$ cat src/rtl/keypad_scanner.sv
// rtl/keypad_scanner.sv - 4x4 matrix keypad scanner with frame decode and debounce
//
// Ports:
//   clk        system clock
//   rst        asynchronous active-high reset
//   row[3:0]   keypad rows, active-low, asynchronous to clk
//   col[3:0]   active-low one-hot column drive
//   key[4:0]   debounced key code (0..15, 16 = none)
//   key_valid  one-cycle pulse when key commits to a new pressed code
//   multi      last completed frame saw two or more keys
module keypad_scanner #(
    parameter int SCAN_DIV = 10000,
    parameter int DEBOUNCE = 4
) (
    input  logic       clk,
    input  logic       rst,
    input  logic [3:0] row,
    output logic [3:0] col,
    output logic [4:0] key,
    output logic       key_valid,
    output logic       multi
);

    localparam int DIV_W = (SCAN_DIV > 1) ? $clog2(SCAN_DIV) : 1;
    localparam int STB_W = $clog2(DEBOUNCE + 1);
    localparam logic [DIV_W-1:0] DIV_LAST = DIV_W'(SCAN_DIV - 1);
    localparam logic [STB_W-1:0] STB_MAX  = STB_W'(DEBOUNCE);
    localparam logic [4:0]       KEY_NONE = 5'd16;

    // Hit index is {row, col}; returns the legend printed on that key.
    function automatic logic [4:0] map_code(input logic [3:0] idx);
        logic [4:0] code;
        case (idx)
            4'd0:    code = 5'd1;
            4'd1:    code = 5'd2;
            4'd2:    code = 5'd3;
            4'd3:    code = 5'd10;
            4'd4:    code = 5'd4;
            4'd5:    code = 5'd5;
            4'd6:    code = 5'd6;
            4'd7:    code = 5'd11;
            4'd8:    code = 5'd7;
            4'd9:    code = 5'd8;
            4'd10:   code = 5'd9;
            4'd11:   code = 5'd12;
            4'd12:   code = 5'd14;
            4'd13:   code = 5'd0;
            4'd14:   code = 5'd15;
            default: code = 5'd13;
        endcase
        return code;
    endfunction

    logic [3:0]       row_meta_q, row_meta_d;
    logic [3:0]       row_sync_q, row_sync_d;
    logic [DIV_W-1:0] div_q, div_d;
    logic [1:0]       col_idx_q, col_idx_d;
    logic [15:0]      hits_q, hits_d;
    logic [4:0]       cand_q, cand_d;
    logic [STB_W-1:0] stable_q, stable_d;
    logic             commit_q, commit_d;
    logic [4:0]       key_q, key_d;
    logic             key_valid_q, key_valid_d;
    logic             multi_q, multi_d;

    logic             sample;
    logic             frame_close;
    logic [15:0]      slot_hits;
    logic [15:0]      frame_hits;
    logic [4:0]       hit_cnt;
    logic [4:0]       hit_code;
    logic [4:0]       raw_code;

    always_comb begin
        row_meta_d  = row;
        row_sync_d  = row_meta_q;

        sample      = (div_q == DIV_LAST);
        frame_close = sample && (col_idx_q == 2'd3);
        div_d       = sample ? '0 : div_q + 1'b1;
        col_idx_d   = sample ? col_idx_q + 2'd1 : col_idx_q;

        for (int i = 0; i < 16; i++) begin
            slot_hits[i] = (i[1:0] == col_idx_q) && !row_sync_q[i[3:2]];
        end
        // The closing slot's hits are folded in combinationally so the
        // frame decodes in the same cycle as its last sample.
        frame_hits = hits_q | (sample ? slot_hits : 16'h0000);

        hit_cnt  = 5'd0;
        hit_code = KEY_NONE;
        for (int i = 0; i < 16; i++) begin
            if (frame_hits[i]) begin
                hit_cnt  = hit_cnt + 5'd1;
                hit_code = map_code(i[3:0]);
            end
        end
        raw_code = (hit_cnt == 5'd1) ? hit_code : KEY_NONE;

        hits_d   = frame_close ? 16'h0000 : frame_hits;
        multi_d  = frame_close ? (hit_cnt > 5'd1) : multi_q;

        cand_d   = cand_q;
        stable_d = stable_q;
        commit_d = 1'b0;
        if (frame_close) begin
            if (raw_code != cand_q) begin
                cand_d   = raw_code;
                stable_d = STB_W'(1);
            end else if (stable_q != STB_MAX) begin
                stable_d = stable_q + 1'b1;
            end
            // Saturation keeps this true while a key is held; the
            // resulting recommit of an unchanged code cannot pulse.
            commit_d = (stable_d == STB_MAX);
        end

        key_d       = key_q;
        key_valid_d = 1'b0;
        if (commit_q) begin
            key_d       = cand_q;
            key_valid_d = (cand_q != key_q) && (cand_q != KEY_NONE);
        end
    end

    always_ff @(posedge clk or posedge rst) begin
        if (rst) begin
            row_meta_q  <= 4'hF;
            row_sync_q  <= 4'hF;
            div_q       <= '0;
            col_idx_q   <= 2'd0;
            hits_q      <= 16'h0000;
            cand_q      <= KEY_NONE;
            stable_q    <= '0;
            commit_q    <= 1'b0;
            key_q       <= KEY_NONE;
            key_valid_q <= 1'b0;
            multi_q     <= 1'b0;
        end else begin
            row_meta_q  <= row_meta_d;
            row_sync_q  <= row_sync_d;
            div_q       <= div_d;
            col_idx_q   <= col_idx_d;
            hits_q      <= hits_d;
            cand_q      <= cand_d;
            stable_q    <= stable_d;
            commit_q    <= commit_d;
            key_q       <= key_d;
            key_valid_q <= key_valid_d;
            multi_q     <= multi_d;
        end
    end

    assign col       = ~(4'b0001 << col_idx_q);
    assign key       = key_q;
    assign key_valid = key_valid_q;
    assign multi     = multi_q;

endmodule
$ cat config.mk
export PLATFORM = sky130hd
export DESIGN_NAME = keypad_scanner
export DESIGN_NICKNAME = d
export VERILOG_FILES = /design/src/rtl/keypad_scanner.sv
export SDC_FILE = /design/constraint.sdc
export NUM_CORES = 1
export LEC_CHECK = 0
export BUFFER_PORTS_ARGS = -buffer_cell sky130_fd_sc_hd__buf_2
export CAP_MARGIN = 20
export CORE_MARGIN = 2
export CORE_UTILIZATION = 60
export CTS_CLUSTER_SIZE = 8
export DETAILED_ROUTE_END_ITERATION = 8
export PLACE_DENSITY_LB_ADDON = 0.12
export SLEW_MARGIN = 40
export SYNTH_ARGS = -nofsm -noshare
export SYNTH_HDL_FRONTEND = slang
export SYNTH_SLANG_ARGS = --single-unit
$ cat constraint.sdc
create_clock -name clk -period 23.7 [get_ports clk]
set_input_delay 4.74 -clock clk [delete_from_list [all_inputs] [get_ports clk]]
set_output_delay 4.74 -clock clk [all_outputs]
set_load 0.05 [all_outputs]
==> results of run 1 <==
-- registers in the layout, summed over array words and instances, names as in the netlist --
signal      flops
cand_q          5
col_idx_q       2
commit_q        1
div_q          14
hits_q         16
key             5
key_valid       1
multi           1
row_meta_q      4
row_sync_q      4
stable_q        3
-- layer usage --
layer / vias to the layer above / GRT usage / wire length [µm]
li1: 2056 / - / -
met1: 1982 / 0.3540 / 5129
met2: 72 / 0.4072 / 5006
met3: 6 / 0.02155 / 292
met4: 0 / 0.05072 / 70
met5: - / 0 / 0
-- synth_stat cells, types with 9 or more instances --
| cell | number |
|---|---|
| nor2_1 | 64 |
| dfrtp_1 | 46 |
| nand2_1 | 46 |
| xnor2_1 | 43 |
| a21oi_1 | 35 |
| inv_1 | 28 |
| ha_1 | 24 |
| xor2_1 | 19 |
| nand3_1 | 18 |
| o21ai_0 | 16 |
| a31oi_1 | 12 |
| clkbuf_1 | 12 |
| and2_1 | 11 |
| nor3_1 | 11 |
| dfstp_2 | 10 |
| mux2i_1 | 9 |
-- logic make-up after synthesis --
family	Yosys count	synth area share
muxes	20	0.04632
adders and majority gates	24	0.06074
xor gates and xnor gates	71	0.1519
AOI/OAI and AO/OA	133	0.1931
DFF	56	0.2860
and+or+nand+nor	208	0.2174
buffers and inverters	50	0.04455
-- stage by stage --
stage	total power (µW)	setup WS, ns	area [µm²]	instances	hold WS [ns]
6_report	151.1	12.62	5216	677	0.3606
5_1_grt	158.1	11.74	5216	677	0.3670
4_1_cts	153.4	12.63	5204	677	0.3620
3_5_place_dp	101.6	12.68	5112	669	0.3475
3_3_place_gp	101.5	13.01	5106	669	0.3477
2_1_floorplan	100.4	13.07	4943	562	0.3452
-- layout by cell type, fill, tap and decap left out, types with 4 or more instances in the layout --
master / Yosys / routed
buf_4: 4 / 6
nor3_1: 11 / 11
a211oi_1: 5 / 5
dfstp_2: 10 / 10
nand3_1: 18 / 18
nor4bb_1: 5 / 5
o21ai_0: 16 / 16
and3_1: 5 / 5
mux2_2: 7 / 7
a21oi_1: 35 / 35
nand2b_1: 7 / 7
mux2_4: 4 / 4
nand4_1: 5 / 5
a41oi_1: 5 / 5
buf_2: 2 / 16
a31oi_1: 12 / 9
nor2b_1: 5 / 5
and2_1: 11 / 11
dfrtp_1: 46 / 46
inv_1: 28 / 27
or3_1: 6 / 6
a31o_2: 4 / 4
nor2_1: 64 / 64
mux2i_1: 9 / 9
xor2_1: 19 / 19
or2_2: 4 / 4
a21o_1: 5 / 5
a41o_1: 6 / 6
nand2_1: 46 / 46
clkbuf_8: 0 / 5
xnor2_1: 43 / 43
ha_1: 24 / 24
-- power by group through the flow --
| stage | Clock [µW] | Sequential (µW) | Combinational (µW) |
|---|---|---|---|
| 6_report | 51.4 | 97.2 | 2.57 |
| 2_1_floorplan | 0 | 98.8 | 1.57 |
| 4_1_cts | 53.6 | 97.1 | 2.66 |
| 3_5_place_dp | 0 | 99.0 | 2.66 |
| 3_3_place_gp | 0 | 98.9 | 2.61 |
| 5_1_grt | 57.8 | 97.3 | 3.07 |
-- worst max path at each step --
| stage | slack (ns) | depth (start not counted) | endpoint |
|---|---|---|---|
| after global routing | 11.74 | 45 | cand_q[3] |
| after detailed placement | 12.68 | 45 | cand_q[3] |
| after global placement | 13.01 | 45 | cand_q[0] |
| final | 12.62 | 45 | cand_q[3] |
| after CTS | 12.63 | 45 | cand_q[3] |
| after floorplan | 13.07 | 48 | cand_q[0] |
-- layout make-up --
cell class	instances	area, µm²
multi-input cells	456	3334
repair buffers	22	125.1
clock buffers	5	68.82
clock inverters	3	22.52
fillers	704	2877
flip-flops and latches	56	1414
inverters	30	120.1
well taps	105	131.4
-- critical path, delay by kind of cell (launching register included) --
family                   cells  cell delay, ns
AO/OA/AOI/OAI               14            3.13
AND/OR/NAND/NOR             16            3.48
flip-flops                   1            0.45
XOR/XNOR                     3            0.57
buffers and inverters        2            0.11
adder cells (fa/ha/maj)      8            2.52
multiplexers                 2            0.67
==> impl_metrics.env, run 1 <==
export IMPL_clk_latency_ns=0.30
export IMPL_grt_max_degree=57
export IMPL_area_growth_pct=5.518
export IMPL_ant_nets=0
export IMPL_status="completed"
export IMPL_tritoncts="yes"
export IMPL_ys_ff_latch=56
export IMPL_num_rows=33
export IMPL_p_int_uw=118.5
export IMPL_hold_buffers=0
export IMPL_place_gp_congestion=0.9171
export IMPL_fp_dieArea_mm2=0.008981
export IMPL_swShare=0.2160
export IMPL_ff2ff_setup_slack_ns=12.62
export IMPL_period_minus_slack_ns=11.08
export IMPL_diodes=0
export IMPL_die_w_um=94.77
export IMPL_hold_path_depth=0
export IMPL_port_buffer_count=16
export IMPL_ys_types=80
export IMPL_fmax_ghz=0.09029
export IMPL_p_per_area_mw_per_mm2=28.96
export IMPL_vias=4116
export IMPL_cts_sinks=56
export IMPL_comb_power_share=0.017
export IMPL_cts_repair_resized=0
export IMPL_vias_per_cell=6.080
export IMPL_synth_avg_cell_area_um2=8.796
export IMPL_hp_class="reg -> reg"
export IMPL_dp_hpwl_mm=8.056
export IMPL_final_setup_viol_count=0
export IMPL_synth_nets=592
export IMPL_arrival_ns=11.27
export IMPL_fin_util=0.6446
export IMPL_synthArstFlopShare=1.000
export IMPL_hold_viol=0
export IMPL_yosysWarnings=0
export IMPL_p_seq_frac=0.643
export IMPL_h_tree_depth=2
export IMPL_reg2reg_from="div_q[7]"
export IMPL_skew_ns=0.008136
export IMPL_clk_pin_slew_ns=0.10
export IMPL_ios=17
export IMPL_finalCritPeriodShare=0.4673
export IMPL_avgRoutedWirePerCell_um=15.51
export IMPL_maxCapViolCount=0
export IMPL_rr_worst_depth=45
export IMPL_setup_tns_ns=0
export IMPL_rsz0062_at_grt="false"
export IMPL_clockPowerShare=0.340
export IMPL_yosysTopAreaCell="dfrtp_1"
export IMPL_r2r_end="cand_q[3]"
export IMPL_end_kind="flip-flop"
export IMPL_synthCells=562
export IMPL_drc=0
export IMPL_startpoint="div_q[7]"
export IMPL_numCtsBuffers=5
export IMPL_crit_slowest_cell="or4b_1"
export IMPL_drv_slew=0
export IMPL_grt_pass1_vias=3798
export IMPL_crit_top_cell="ha_1"
export IMPL_drt_total_wl_mm=10.50
export IMPL_core_mm2=0.008093
export IMPL_p_leak_uw=0.002468
export IMPL_synthFlopType="dfrtp_1"
export IMPL_netlist_top_cells_area="dfrtp_1 (23%), xnor2_1 (7.6%), ha_1 (6.1%)"
export IMPL_drive_gt1_frac=0.1399
export IMPL_start_util=0.6109
export IMPL_hold_end="row_sync_q[2]"
export IMPL_criticalPathCategory="reg -> reg"
export IMPL_switching_power_uw=32.63
export IMPL_ir_worst_vdd_v=0.00005306
export IMPL_synth_edf_count=0
export IMPL_grt_ovfl_total=0
export IMPL_cp_max_fo=6
export IMPL_synth_seq_area_share=0.2860
export IMPL_worstMarginPinSlew_ns=0.7368
export IMPL_hold_start="row_meta_q[2]"
export IMPL_grt_pass1_wl_mm=17.88
export IMPL_nets=601
export IMPL_grt_use_total=0.2461
export IMPL_cts_setup_buffers=0
export IMPL_cp_start_kind="flip-flop"
export IMPL_cts_root_buffer="clkbuf_8"
export IMPL_firstDrtPassIters=4
export IMPL_crit_required_ns=23.89
export IMPL_cts_buffer_depth=2
export IMPL_first_iter_violations=253
export IMPL_antenna_found_initial=0
export IMPL_fp_dieH_um=94.77
export IMPL_synth_top_area_frac=0.2329
export IMPL_critPathMaxStageDelay_ns=0.61
export IMPL_synth_area_mm2=0.004943
export IMPL_maxSlewHeadroom=0.5024
Note: power is estimated with default switching activity, not from simulation.
==> inputs of run 2 (changes only) <==
- clock period: 23.7 -> 10.65 ns (I/O delays scaled with it)
==> run 2 against run 1 <==
Compared with the run above:
- count of clock-buffer cells in the layout increased by 2
- fmax rose by 9.2%
- clock skew fell by 0.00097 ns
- critical path type unchanged
==> impl_metrics.env, run 2 (synthesized netlist as in run 1, its figures left out) <==
export IMPL_status="completed"
export IMPL_end_kind="flip-flop"
export IMPL_first_iter_violations=297
export IMPL_criticalPathCategory="reg -> reg"
export IMPL_crit_slowest_cell="or4b_4"
export IMPL_cp_max_fo=6
export IMPL_reg2reg_from="div_q[7]"
export IMPL_final_common_cell="nor2_1"
export IMPL_hp_class="reg -> reg"
export IMPL_clk_latency_ns=0.31
export IMPL_core_mm2=0.008093
export IMPL_timing_final_ws_setup_ns=0.5078
export IMPL_maxSlewHeadroom=0.4562
export IMPL_hold_start="row_meta_q[0]"
export IMPL_crit_required_ns=10.84
export IMPL_arrival_ns=10.33
export IMPL_place_gp_congestion=0.9141
export IMPL_h_tree_depth=2
export IMPL_die_w_um=94.77
export IMPL_drive_gt1_frac=0.2102
export IMPL_p_leak_uw=0.002605
export IMPL_port_buffer_count=16
export IMPL_fp_dieH_um=94.77
export IMPL_grt_max_degree=57
export IMPL_final_cell_mix="nor2_1 (64), nand2_1 (46), dfrtp_1 (44), xnor2_1 (39), a21oi_1 (33)"
export IMPL_final_setup_viol_count=0
export IMPL_ant_nets=0
export IMPL_fmax_ghz=0.09860
export IMPL_largest_reg_flops=16
export IMPL_drv_slew=0
export IMPL_drt_total_wl_mm=11.52
export IMPL_cts_root_buffer="clkbuf_8"
export IMPL_antenna_found_initial=0
export IMPL_critPathMaxStageDelay_ns=0.57
export IMPL_num_rows=33
export IMPL_grt_use_total=0.2637
export IMPL_drc=0
export IMPL_cts_buffer_depth=2
export IMPL_ios=17
export IMPL_cts_sinks=56
export IMPL_dp_hpwl_mm=8.539
export IMPL_numCtsBuffers=5
export IMPL_p_per_area_mw_per_mm2=60.16
export IMPL_hold_slack_ns=0.3599
export IMPL_postLayoutCellArea_mm2=0.005535
export IMPL_crit_top_cell="ha_1"
export IMPL_post_place_ws_ns=-0.1769
export IMPL_ir_worst_vdd_v=0.0001019
export IMPL_cp_start_kind="flip-flop"
export IMPL_grt_ovfl_total=0
export IMPL_postPlaceCellArea_mm2=0.005172
export IMPL_vias_per_cell=6.060
export IMPL_area_growth_pct=11.97
export IMPL_maxCapViolCount=0
export IMPL_reg_largest_list="hits_q (16), div_q (14)"
export IMPL_vias=4212
export IMPL_start_util=0.6109
export IMPL_grt_pass1_wl_mm=19.05
export IMPL_fp_dieArea_mm2=0.008981
export IMPL_clk_pin_slew_ns=0.09
export IMPL_firstDrtPassIters=4
export IMPL_diodes=0
export IMPL_grt_pass1_vias=3998
export IMPL_finalCritPeriodShare=0.9523
export IMPL_tritoncts="yes"
export IMPL_avgRoutedWirePerCell_um=16.58
export IMPL_nets=619
export IMPL_hold_viol=0
export IMPL_top_register="hits_q"
export IMPL_skew_ns=0.007163
export IMPL_startpoint="div_q[7]"
export IMPL_worstMarginPinSlew_ns=0.8050
export IMPL_period_minus_slack_ns=10.14
export IMPL_setup_tns_ns=0
[run 2: final cells by class]
| type | instances | area, µm² |
|---|---|---|
| Tap cell | 105 | 131.4 |
| Clock buffer | 7 | 76.32 |
| Clock inverter | 1 | 5.005 |
| Inverter | 30 | 120.1 |
| Fill cell | 665 | 2557 |
| Sequential cell | 56 | 1416 |
| Multi-Input combinational cell | 456 | 3526 |
| Timing Repair Buffer | 40 | 260.3 |
[run 2: metal layers]
metal / global-route usage / part of all wire
met4: 0.07367 / 0.012
met3: 0.02474 / 0.026
met2: 0.4403 / 0.49
met1: 0.3661 / 0.47
met5: 0 / 0
[run 2: what timing repair did]
action	in CTS	in global routing
resized for setup	2	34
hold buffers	0	0
gates cloned	0	0
pin swaps	2	8
setup endpoints to repair	7	9
setup buffers	2	8
[run 2: critical path, delay by kind of cell (launching register included)]
| family | cells | cell delay, ns |
|---|---|---|
| flops | 1 | 0.41 |
| mux | 2 | 0.64 |
| compound gates | 14 | 2.94 |
| fa+ha+maj | 8 | 2.31 |
| simple gates | 16 | 3.13 |
| xor+xnor | 3 | 0.46 |
| buf+inv | 2 | 0.11 |
[run 2: through the flow]
stage / total power, µW / cells / utilization
detailed placement: 226.2 / 677 / 0.6391
global route: 346.0 / 695 / 0.6840
finish: 333.0 / 695 / 0.6840
CTS: 335.2 / 687 / 0.6523
global placement: 226.0 / 677 / 0.6384
floorplan: 223.4 / 562 / -
[run 2: worst paths after layout]
check,to,slack [ns],cells after the start
max reg2reg,cand_q[3],0.51,45
min in group asynchronous,stable_q[2],2.01,3
max,cand_q[3],0.51,45
max in group asynchronous,div_q[9],8.17,3
min,row_sync_q[0],0.36,0
min reg2reg,row_sync_q[0],0.36,0
[run 2: report_power, final]
| part | internal (µW) | total (µW) | switching (µW) |
|---|---|---|---|
| Clock | 46.3 | 111 | 64.6 |
| Combinational | 1.08 | 5.79 | 4.71 |
| Sequential | 215 | 216 | 0.977 |
| Total | 263 | 333 | 70.3 |
==> inputs of run 3 (changes only) <==
- ABC_AREA: not set -> 1
- CORE_UTILIZATION: 60 -> 57
==> run 3 against run 2 <==
Compared with the run above:
- via count increased by 13%
- sequential share of layout area increased by 0.97 points
- routed wire length decreased by 9.6%
- clock skew increased by 0.0027 ns
- clock power increased by 4%
- final cell count increased by 32%
- largest cell class unchanged
- largest power group unchanged
==> impl_metrics.env, run 3 <==
export IMPL_status="completed"
export IMPL_yosysTopAreaCell="dfrtp_1"
export IMPL_synthFlopType="dfrtp_1"
export IMPL_cts_sinks=56
export IMPL_arrival_ns=9.85
export IMPL_maxSlewHeadroom=0.5012
export IMPL_p_per_area_mw_per_mm2=63.41
export IMPL_cp_start_kind="flip-flop"
export IMPL_core_mm2=0.008636
export IMPL_fp_dieH_um=97.86
export IMPL_final_common_cell="nand2_1"
export IMPL_clk_pin_slew_ns=0.10
export IMPL_area_growth_pct=6.030
export IMPL_dp_hpwl_mm=8.447
export IMPL_path_buf_inv=11
export IMPL_synthArstFlopShare=1.000
export IMPL_hold_buffers=0
export IMPL_drive_gt1_frac=0.1404
export IMPL_reg_largest_list="hits_q (16), div_q (14)"
export IMPL_cts_buffer_depth=2
export IMPL_critPathTopFamily="simple AND/OR/NAND/NOR gates"
export IMPL_drv_slew=0
export IMPL_crit_top_cell="nand2_1"
export IMPL_vias_per_cell=5.159
export IMPL_critPathMaxStageDelay_ns=0.50
export IMPL_hold_viol=0
export IMPL_end_kind="flip-flop"
export IMPL_largest_reg_flops=16
export IMPL_place_gp_congestion=0.8811
export IMPL_grt_ovfl_total=0
export IMPL_crit_required_ns=10.85
export IMPL_avgRoutedWirePerCell_um=11.32
export IMPL_hp_class="reg -> reg"
export IMPL_synth_top_area_frac=0.2293
export IMPL_synth_nets=820
export IMPL_grt_max_degree=57
export IMPL_yosysMostFrequentCell="nand2_1"
export IMPL_ant_nets=0
export IMPL_grt_use_total=0.2269
export IMPL_crit_slowest_cell="o21ai_0"
export IMPL_start_util=0.5814
export IMPL_power_uw=337.6
export IMPL_maxCapViolCount=0
export IMPL_numCtsBuffers=5
export IMPL_tritoncts="yes"
export IMPL_ios=17
export IMPL_diodes=0
export IMPL_setup_tns_ns=0
export IMPL_synth_edf_count=0
export IMPL_netlist_top_cells_area="dfrtp_1 (23%), nand2_1 (19%), inv_1 (11%)"
export IMPL_synth_area_mm2=0.005021
export IMPL_reg2reg_from="div_q[0]"
export IMPL_fp_dieArea_mm2=0.009576
export IMPL_port_buffer_count=16
export IMPL_p_leak_uw=0.003154
export IMPL_cts_setup_buffers=0
export IMPL_route_met3_wl_um=235
export IMPL_antenna_found_initial=0
export IMPL_drc=0
export IMPL_clk_latency_ns=0.31
export IMPL_h_tree_depth=2
export IMPL_yosys_top_cells_count="nand2_1 (252), inv_1 (151), nand3_1 (88)"
export IMPL_synth_avg_cell_area_um2=6.356
export IMPL_num_rows=34
export IMPL_ys_types=41
export IMPL_ir_worst_vdd_v=0.00007523
export IMPL_top_register="hits_q"
export IMPL_synthCells=790
export IMPL_fmax_ghz=0.1037
export IMPL_finalCritPeriodShare=0.9056
export IMPL_rsz0062_at_grt="false"
export IMPL_m1WireLength_mm=4.976
export IMPL_vias=4746
export IMPL_firstDrtPassIters=5
export IMPL_startpoint="div_q[0]"
export IMPL_grt_pass1_wl_mm=18.86
export IMPL_ys_ff_latch=56
export IMPL_wl_met2_mm=5.119
export IMPL_final_setup_viol_count=0
export IMPL_cts_repair_resized=0
export IMPL_worstMarginPinSlew_ns=0.7403
export IMPL_first_iter_violations=142
export IMPL_nets=841
export IMPL_n_fill_cell=847
export IMPL_grt_pass1_vias=4499
export IMPL_cp_max_fo=15
export IMPL_dr_max_layer_used="met4"
export IMPL_hold_start="row_meta_q[0]"
export IMPL_yosysWarnings=0
export IMPL_criticalPathCategory="reg -> reg"
export IMPL_period_minus_slack_ns=9.644
export IMPL_drt_total_wl_mm=10.42
export IMPL_skew_ns=0.009887
export IMPL_synth_seq_area_share=0.2816
export IMPL_final_cell_mix="nand2_1 (252), inv_1 (150), nand3_1 (88), nor2_1 (47), dfrtp_1 (46)"
export IMPL_die_w_um=97.86
export IMPL_cts_root_buffer="clkbuf_8"
-- run 3: cell types whose count changed after synthesis, sizes merged, moves of 25 or more --
cell and delta:
a21oi -25, inv +137, nand2 +236, nand3 +86, xnor2 -47
-- run 3: cell families after synthesis --
family	count (synthesis)	share of synthesized area
AO/OA/AOI/OAI	50	0.05931
XOR/XNOR	7	0.01371
adder cells (fa/ha/maj)	24	0.05981
buffers and inverters	172	0.1286
flip-flops	56	0.2816
multiplexers	3	0.005981
AND/OR/NAND/NOR	478	0.4510
-- run 3: metrics by stage --
| step | utilization | cell area, µm² | hold WS, ns | setup slack [ns] | cells |
|---|---|---|---|---|---|
| 2_1_floorplan | - | 5021 | 0.3452 | 1.823 | 790 |
| 3_5_place_dp | 0.6063 | 5236 | 0.3473 | 1.027 | 912 |
| 3_3_place_gp | 0.6063 | 5236 | 0.3460 | 1.486 | 912 |
| 5_1_grt | 0.6165 | 5324 | 0.3661 | 0.01797 | 920 |
| 4_1_cts | 0.6165 | 5324 | 0.3627 | 0.9772 | 920 |
| 6_report | 0.6165 | 5324 | 0.3610 | 1.006 | 920 |
-- run 3: layout make-up --
cell class | instances | area (µm²) | area share
timing repair buffer | 18 | 95.09 | 0.01786
sequential | 56 | 1414 | 0.2656
multi-input combinational | 562 | 2962 | 0.5563
clock buffer | 5 | 68.82 | 0.01293
inverter | 168 | 630.6 | 0.1184
clock inverter | 3 | 18.77 | 0.003525
tap | 108 | 135.1 | 0.02538
-- run 3: layer usage --
metal  global-route usage  vias to the layer above
met5                    0                        -
met3              0.02147                       13
met4              0.03953                        0
met2               0.4141                       67
li1                     -                     2493
met1               0.2957                     2173
-- run 3: where the power goes --
| group | total, µW | switching [µW] | internal, µW |
|---|---|---|---|
| Combinational | 6.22 | 5.05 | 1.17 |
| Sequential | 216 | 0.798 | 215 |
| Clock | 115 | 69.1 | 46.1 |
| Total | 338 | 75.0 | 263 |
-- run 3: worst reg2reg max path: cells and delay by family (launching register included) --
kind                       cells  cell delay, ns
DFF                            1            0.39
adders and majority gates      9            2.47
AOI/OAI and AO/OA              1            0.50
and+or+nand+nor               51            5.49
buffers and inverters         11            0.69
-- run 3: final timing paths --
check                      slack (ns)       endpoint  cells past startpoint
max                              1.01      cand_q[3]                     72
min                              0.36  row_sync_q[0]                      0
max reg2reg                      1.01      cand_q[3]                     72
min reg2reg                      0.36  row_sync_q[0]                      0
max in group asynchronous        8.17       div_q[6]                      3
min in group asynchronous        1.99         key[0]                      3
